==> config.mk <==
export PLATFORM = sky130hd
export DESIGN_NAME = mem_req_priority_queue
export DESIGN_NICKNAME = d
export VERILOG_FILES = /design/src/rtl/mem_req_priority_queue.sv
export SDC_FILE = /design/constraint.sdc
export NUM_CORES = 1
export LEC_CHECK = 0
export ABC_CLOCK_PERIOD_IN_PS = 2650
export CAP_MARGIN = 20
export CORE_UTILIZATION = 26
export DETAILED_ROUTE_END_ITERATION = 10
export GPL_TIMING_DRIVEN = 0
export HOLD_SLACK_MARGIN = 0.06
export SYNTH_ARGS = -nofsm -noshare
export SYNTH_HDL_FRONTEND = slang
export SYNTH_SLANG_ARGS = --single-unit
==> constraint.sdc <==
create_clock -name clk -period 2.65 [get_ports clk]
set_input_delay 0.265 -clock clk [delete_from_list [all_inputs] [get_ports clk]]
set_output_delay 0.265 -clock clk [all_outputs]
set_load 0.05 [all_outputs]
==> src/rtl/mem_req_priority_queue.sv <==
// Two-level (high/low) request queue feeding the memory controller.
// Strict priority with an aging override so low requests cannot starve forever.
module mem_req_priority_queue #(
    parameter int DATA_WIDTH = 32,
    parameter int SRC_WIDTH  = 5,
    parameter int DEPTH      = 4,
    parameter int AGE_LIMIT  = 16
) (
    input  logic                     clk,
    input  logic                     res_n,
    input  logic                     in_valid,
    output logic                     in_ready,
    input  logic                     in_prio,
    input  logic [SRC_WIDTH-1:0]     in_src,
    input  logic [DATA_WIDTH-1:0]    in_data,
    output logic                     out_valid,
    input  logic                     out_ready,
    output logic                     out_prio,
    output logic [SRC_WIDTH-1:0]     out_src,
    output logic [DATA_WIDTH-1:0]    out_data,
    output logic [$clog2(DEPTH):0]   hi_level,
    output logic [$clog2(DEPTH):0]   lo_level,
    output logic [15:0]              starve_grants
);
    // Handshake: a transfer happens on a rising edge where valid && ready are both 1;
    // a valid source holds its payload stable until that edge.
    localparam int PW = $clog2(DEPTH);
    localparam int LW = PW + 1;
    localparam int EW = SRC_WIDTH + DATA_WIDTH;

    logic [EW-1:0] hi_mem [DEPTH];
    logic [EW-1:0] lo_mem [DEPTH];
    logic [PW-1:0] hi_wr, hi_rd, lo_wr, lo_rd;
    logic [7:0]    age;

    logic hi_full, lo_full, hi_ne, lo_ne;
    logic push_hi, push_lo, pop_hi, pop_lo;
    logic load, force_lo, take_lo;
    logic [EW-1:0] sel_entry;

    always_comb begin
        hi_full   = (hi_level == LW'(DEPTH));
        lo_full   = (lo_level == LW'(DEPTH));
        hi_ne     = (hi_level != '0);
        lo_ne     = (lo_level != '0);
        in_ready  = in_prio ? !hi_full : !lo_full;
        push_hi   = in_valid && in_ready && in_prio;
        push_lo   = in_valid && in_ready && !in_prio;
        load      = (!out_valid || out_ready) && (hi_ne || lo_ne);
        force_lo  = lo_ne && (age == 8'(AGE_LIMIT));
        take_lo   = force_lo || !hi_ne;
        pop_lo    = load && take_lo;
        pop_hi    = load && !take_lo;
        sel_entry = take_lo ? lo_mem[lo_rd] : hi_mem[hi_rd];
    end

    // Storage needs no reset: levels gate every read.
    always_ff @(posedge clk) begin
        if (push_hi) hi_mem[hi_wr] <= {in_src, in_data};
        if (push_lo) lo_mem[lo_wr] <= {in_src, in_data};
    end

    always_ff @(posedge clk or negedge res_n) begin
        if (!res_n) begin
            hi_wr    <= '0;
            hi_rd    <= '0;
            lo_wr    <= '0;
            lo_rd    <= '0;
            hi_level <= '0;
            lo_level <= '0;
        end else begin
            if (push_hi) hi_wr <= hi_wr + PW'(1);
            if (pop_hi)  hi_rd <= hi_rd + PW'(1);
            if (push_lo) lo_wr <= lo_wr + PW'(1);
            if (pop_lo)  lo_rd <= lo_rd + PW'(1);
            case ({push_hi, pop_hi})
                2'b10:   hi_level <= hi_level + LW'(1);
                2'b01:   hi_level <= hi_level - LW'(1);
                default: hi_level <= hi_level;
            endcase
            case ({push_lo, pop_lo})
                2'b10:   lo_level <= lo_level + LW'(1);
                2'b01:   lo_level <= lo_level - LW'(1);
                default: lo_level <= lo_level;
            endcase
        end
    end

    always_ff @(posedge clk or negedge res_n) begin
        if (!res_n) begin
            out_valid <= 1'b0;
            out_prio  <= 1'b0;
            out_src   <= '0;
            out_data  <= '0;
        end else if (load) begin
            out_valid <= 1'b1;
            out_prio  <= !take_lo;
            out_src   <= sel_entry[EW-1:DATA_WIDTH];
            out_data  <= sel_entry[DATA_WIDTH-1:0];
        end else if (out_ready) begin
            out_valid <= 1'b0;
        end
    end

    // Age measures how long the oldest low entry has waited without being served.
    always_ff @(posedge clk or negedge res_n) begin
        if (!res_n) begin
            age           <= '0;
            starve_grants <= '0;
        end else begin
            if (pop_lo || !lo_ne)
                age <= '0;
            else if (age < 8'(AGE_LIMIT))
                age <= age + 8'd1;
            if (pop_lo && force_lo && hi_ne && starve_grants != 16'hFFFF)
                starve_grants <= starve_grants + 16'd1;
        end
    end
endmodule

==> results.md, run 1 <==
* Slowest cell delay on critical path at 0.43 ns
* WL final at 31.49 mm
* Largest net degree at the start of global routing at 47
* H-tree levels at 2
* TritonCTS Sinks at 373
* Post-DP HPWL at 19.85 mm
* Die Height at 236.6 microns
* Compound-Gate Fraction of Synth Area at 0.02344
* Die width at 236.6 microns
* First-pass GRT wire length at 48.18 mm
* VDD IR max at 0.0005500 V
* Cts bufs inserted at 37
* Vias in the first global route at 7566
* DRC at 0
* CP max-delay cell: fa_1
* Flops & latches, synth at 373
* Initial antenna violation count at 2
* CP most frequent cell: ha_1
* PortBufs at 103
* Hold slack at 0.2506 ns
* Remaining antenna violation count at 0
* Most used DFF post-synth: edfxtp_1
* Adder-Cell Fraction of Synth Area at 0.01417
* Fin crit period at 2.538 ns
* TritonRoute pass-1 iters at 4
* Yosys top cell by area: edfxtp_1
* Worst R2R Path Depth at 9
* Final #Nets at 957
* Hold crit path type: in2async
* Place WS at -0.2186 ns
* Synth Instances at 747
* Max Clock Skew at 0.01808 ns
* Layout cells sized above 1 at 0.2047
* Achievable Freq at 394.0 MHz
* Ant diodes at 0
* Crit Path Max Fanout at 10
* P_leak at 6.089 nW
* Crit path cell chain: inv_1 > ha_1 > and4bb_1 > nand3_2 > nor2b_4 > buf_6 > ha_1 > fa_1 > mux2_2
* GR Overflow Total at 0
* TritonCTS clock tree: done
* Crit Path Class: reg2reg
* Synth async-reset ratio at 0.2064
* Simple-gate share of the synthesized area at 0.05177
* Layout Cells excl Fill at 1624
* Inst Count DP at 1555
* RSZ-0062 raised after global routing: no
* Clk pin slew, worst setup/hold paths at 0.06 ns
* Number of synthesized flops with an enable pin at 296
* Initial DRC Count at 461
* Global Route Usage Sum at 0.1153
* Root Buffer: clkbuf_16
* Req. time, crit path at 3.05 ns
* Synth top area cells: edfxtp_1 62%, dfrtp_1 13%, mux4_2 12%
* Hold Fails Final Rpt at 0
* Filler cells at 5115
* FF+latch area at 0.01082 sq mm
* CP Capture Type: flop
* Slew @ Worst Pin at 0.7946 ns
* Net Count, Synth at 804
* Critical path arrival at 2.94 ns
* Overall Power at 18.83 mW
* Worst-Skew Late Latency at 0.53 ns
* Yosys Warn Count at 0
* Tcrit/Tclk final at 0.9578
* GPL Wtd Cong at 0.7556
* Maximum clock insertion buffer count at 3
* # setup viols final at 0
* Post-synthesis mux area share at 0.1203
* DR vias at 7145
* Pwr dens at 1066 mW/mm^2
* Area of the multi-input gates at 0.003276 sq mm
* Post-route setup slack at 0.1117 ns
* Slew HR at 0.4703
* Avg Cell Area, Syn at 19.15 sq um
* CP delay by family, top: adder cells
* Post-synthesis cell area at 0.01431 sq mm
* Post-DR wirelength/cell at 19.39 microns
* Critical path depth in cells at 9
* Outcome: complete, no violations
* # IOs at 104
* Largest family of logic cells by synthesized area: multiplexers
* Row Count at 85
* Area share of the largest cell type after synthesis at 0.6213
* Core outline area at 0.05413 sq mm
* Area Overhead vs Synth at 23.50%
* Via density at 4.400
* Total of max-cap violations at 0
* CP Launch Type: flop
* Count of different cell masters after synthesis at 42
* Die Area at 0.05597 sq mm
* Register area share after synthesis at 0.7559
* Max-slew violation count at 0
* XOR/XNOR Fraction of Synth Area at 0.01767
* Starting Density at 0.2643
* Buffers plus inverters on the worst setup path at 2
where the power goes:
| group | internal (mW) | switching, mW | total [mW] |
|---|---|---|---|
| combinational | 2.35 | 3.53 | 5.88 |
| clock | 3.11 | 2.19 | 5.30 |
| sequential | 7.28 | 0.378 | 7.65 |
path summary, 6_finish.rpt:
check / start / end / slack, ns
max: age[0]$_DFFE_PN0P_ / hi_level[1]$_DFFE_PN0P_ / 0.11
min: res_n / starve_grants[8]$_DFFE_PN0P_ / 0.25
min in group clk: out_data[2]$_DFFE_PN0P_ / out_data[2]$_DFFE_PN0P_ / 0.46
max in group asynchronous: res_n / out_data[8]$_DFFE_PN0P_ / 1.75
min reg2reg: out_data[2]$_DFFE_PN0P_ / out_data[2]$_DFFE_PN0P_ / 0.46
max reg2reg: age[0]$_DFFE_PN0P_ / hi_level[1]$_DFFE_PN0P_ / 0.11
what timing repair did:
action | in CTS | in global routing
buffers inserted | 0 | 1
endpoints found under the setup margin | 3 | 3
pin swaps | 2 | 1
hold buffers | 1 | 0
endpoints found under the hold margin | 31 | 0
gates resized for setup | 6 | 1
per-stage QoR:
stage	utilization	area (sq um)	setup TNS (ns)
global placement	0.2995	16210	-435.02
CTS	0.3262	17660	-0.01531
floorplan	-	14310	0
finish	0.3264	17670	0
detailed placement	0.3031	16410	-6.160
global route	0.3264	17670	0
kinds of logic after synthesis:
group | count (synthesis)
xor+xnor | 28
flops | 373
simple gates | 159
compound gates | 47
fa+ha+maj | 15
buf+inv | 46
mux | 79
cell usage after synthesis, types with 2 or more instances:
| cell type | instances |
|---|---|
| inv_1 | 15 |
| xnor2_1 | 20 |
| nor2_1 | 19 |
| and2_1 | 8 |
| xor2_1 | 7 |
| a21oi_1 | 2 |
| dfrtp_1 | 77 |
| fa_1 | 2 |
| buf_4 | 5 |
| nor2_2 | 2 |
| nand3_1 | 4 |
| edfxtp_1 | 296 |
| clkbuf_1 | 8 |
| o21ai_1 | 2 |
| nor4_1 | 2 |
| mux4_2 | 74 |
| buf_2 | 14 |
| nand2b_1 | 2 |
| a22oi_1 | 37 |
| ha_1 | 13 |
| nand4_1 | 13 |
| nand2_1 | 94 |
| o21ai_0 | 3 |
| buf_6 | 4 |
| mux2_2 | 4 |
| nor3_2 | 2 |
| and3_1 | 2 |
| or3_4 | 2 |
per-layer routing:
layer | vias to the layer above | GRT usage | wire length, microns
met5 | - | 0 | 25
met4 | 4 | 0.02715 | 444
met3 | 39 | 0.02308 | 1297
li1 | 3233 | - | -
met2 | 155 | 0.1858 | 15200
met1 | 3714 | 0.1596 | 14520
area by class of cell:
cell class / instances / area share
Multi-Input combinational cell: 328 / 0.1854
Sequential cell: 373 / 0.6122
Inverter: 15 / 0.003187
Timing Repair Buffer: 114 / 0.06982
Tap cell: 696 / 0.04928
Clock buffer: 41 / 0.05438
Clock inverter: 26 / 0.01452
Buffer: 31 / 0.01119
registers in the layout, summed over array words and instances (netlist names):
signal	flops
hi_rd	2
hi_wr	2
out_src	5
lo_mem	148
out_valid	1
out_data	32
hi_mem	148
age	8
lo_rd	2
hi_level	3
lo_wr	2
starve_grants	16
out_prio	1
lo_level	3
cell usage in the layout (no fill, tap or decap), drive strengths merged, types with 2 or more instances in the layout:
cell / n
edfxtp: 296
clkdlybuf4s50: 102
nand2: 94
dfrtp: 77
mux4: 74
clkbuf: 49
a22oi: 37
buf: 34
nor2: 21
xnor2: 20
clkinv: 19
inv: 17
nand4: 13
ha: 13
and2: 8
xor2: 8
bufinv: 5
nand3: 5
o21ai: 5
mux2: 4
or3: 3
nor3: 3
nand2b: 2
a21oi: 2
nor4: 2
and3: 2
fa: 2
nor2b: 2
No activity file was read; power rests on OpenSTA's default activity.
==> run 2, diff against run 1 <==
--- a/config.mk
+++ b/config.mk
@@ -5,12 +5,12 @@
 export SDC_FILE = /design/constraint.sdc
 export NUM_CORES = 1
 export LEC_CHECK = 0
-export ABC_CLOCK_PERIOD_IN_PS = 2650
 export CAP_MARGIN = 20
 export CORE_UTILIZATION = 26
 export DETAILED_ROUTE_END_ITERATION = 10
 export GPL_TIMING_DRIVEN = 0
 export HOLD_SLACK_MARGIN = 0.06
+export SLEW_MARGIN = 20
 export SYNTH_ARGS = -nofsm -noshare
 export SYNTH_HDL_FRONTEND = slang
 export SYNTH_SLANG_ARGS = --single-unit
==> run 2 against run 1 <==
  * Wire length decreased by 0.54%
  * Largest cell class unchanged
  * Hold slack worse by 0.044 ns
  * Global-route usage down 0.12 points
  * Largest power group unchanged
  * First-iteration DRC count down 9.3%
  * Sequential power hardly changed
==> results.md, run 2 (synthesis results as in run 1) <==
* Root Buffer: clkbuf_16
* Slew HR at 0.4735
* Starting Density at 0.2643
* Setup TNS at 0 ns
* DRC at 0
* Row Count at 85
* DR vias at 7132
* Largest regs: hi_mem x148, lo_mem x148, out_data x32
* Hold crit path type: in2async
* Die Height at 236.6 microns
* Post-DR wirelength/cell at 19.35 microns
* Tcrit/Tclk final at 0.9270
* CP Capture Type: flop
* Clk pin slew, worst setup/hold paths at 0.06 ns
* Initial antenna violation count at 2
* Die width at 236.6 microns
* Max Clock Skew at 0.01657 ns
* Max-slew violation count at 0
* Remaining antenna violation count at 0
* Hold Fails Final Rpt at 0
* TritonCTS Sinks at 373
* Achievable Freq at 407.1 MHz
* # setup viols final at 0
* Crit path launch: hi_level[1]$_DFFE_PN0P_
* Pwr dens at 1070 mW/mm^2
* Crit Path Max Fanout at 10
* Overall Power at 18.76 mW
* Area Overhead vs Synth at 22.55%
* Maximum clock insertion buffer count at 3
* PortBufs at 103
* Most frequent cells in the layout: 296 x edfxtp_1, 102 x clkdlybuf4s50_1, 94 x nand2_1, 75 x dfrtp_1, 74 x mux4_2
* H-tree levels at 2
* Post-DP HPWL at 18.52 mm
* CP Launch Type: flop
* Req. time, crit path at 3.09 ns
* Worst-Skew Late Latency at 0.53 ns
* Slew @ Worst Pin at 0.7825 ns
* Largest net degree at the start of global routing at 47
* Cts bufs inserted at 38
* Hold slack at 0.2061 ns
* RR Startpoint: hi_level[1]$_DFFE_PN0P_
* Die Area at 0.05597 sq mm
* Commonest non-fill, non-tap cell in the layout: edfxtp_1
* Crit Path Class: reg2reg
* VDD IR max at 0.0005743 V
* Via density at 4.405
* Layout cells sized above 1 at 0.1928
* Initial DRC Count at 418
* P_leak at 6.017 nW
* First-pass GRT wire length at 47.78 mm
* # IOs at 104
* TritonCTS clock tree: done
* Outcome: complete, no violations
* Ant diodes at 0
* WL final at 31.32 mm
* TritonRoute pass-1 iters at 5
* Core outline area at 0.05413 sq mm
* GR Overflow Total at 0
* Vias in the first global route at 7540
* Fin crit period at 2.457 ns
* Final #Nets at 951
* GPL Wtd Cong at 0.7556
* Total of max-cap violations at 0
* RSZ-0062 raised after global routing: no
* Core Util, Final at 0.3239
* Global Route Usage Sum at 0.1140
* Critical path arrival at 2.90 ns
-- run 2: final cells by class --
class / count / area, sq um
plain buffers: 31 / 192.7
clock buffers: 58 / 1077
clock inverters: 11 / 135.1
fillers: 5120 / 36600
inverters: 15 / 56.30
multi-input cells: 328 / 3299
flip-flops and latches: 373 / 10820
well taps: 696 / 870.8
repair buffers: 107 / 1085
-- run 2: worst paths after layout --
kind | endpoint | slack (ns) | cells after the start
setup / recovery | lo_level[2]$_DFFE_PN0P_ | 0.19 | 10
hold / removal | starve_grants[8]$_DFFE_PN0P_ | 0.21 | 2
setup reg to reg | lo_level[2]$_DFFE_PN0P_ | 0.19 | 10
hold reg to reg | out_src[2]$_DFFE_PN0P_ | 0.46 | 2
max in group asynchronous | out_data[8]$_DFFE_PN0P_ | 1.84 | 3
min in group clk | out_src[2]$_DFFE_PN0P_ | 0.46 | 2
-- run 2: power breakdown --
part	internal (mW)	total, mW	switching, mW
registers	7.28	7.66	0.378
logic	2.31	5.84	3.53
clock network	3.10	5.26	2.15
total	12.7	18.8	6.06
-- run 2: critical path: stages, from the launching register on --
cell	delay, ns
dfrtp_2	0.45
or3_4	0.42
a21boi_1	0.17
nor2_4	0.16
buf_8	0.18
ha_4	0.15
inv_1	0.04
fa_1	0.37
xor2_1	0.17
nor2_1	0.10
xor2_1	0.16
-- run 2: what timing repair did --
action                                  in CTS  in global routing
endpoints found under the hold margin       77                  0
resized for setup                            6                  2
pin swaps                                    1                  1
buffers inserted                             0                  2
endpoints found under the setup margin       3                  3
hold buffers                                 1                  0
-- run 2: per-stage QoR --
stage / std cells / cell area [sq um] / setup slack [ns]
after floorplan: 747 / 14310 / 0.01519
after global placement: 1546 / 16210 / -2.323
after detailed placement: 1547 / 16260 / -0.2313
after CTS: 1617 / 17510 / 0.02385
after global routing: 1619 / 17530 / 0.05871
final: 1619 / 17530 / 0.1934
-- run 2: metal layers --
layer | routed length (microns) | global-route usage
met3 | 1697 | 0.02471
met5 | 29 | 0
met4 | 460 | 0.02715
met2 | 14870 | 0.1807
met1 | 14260 | 0.1593
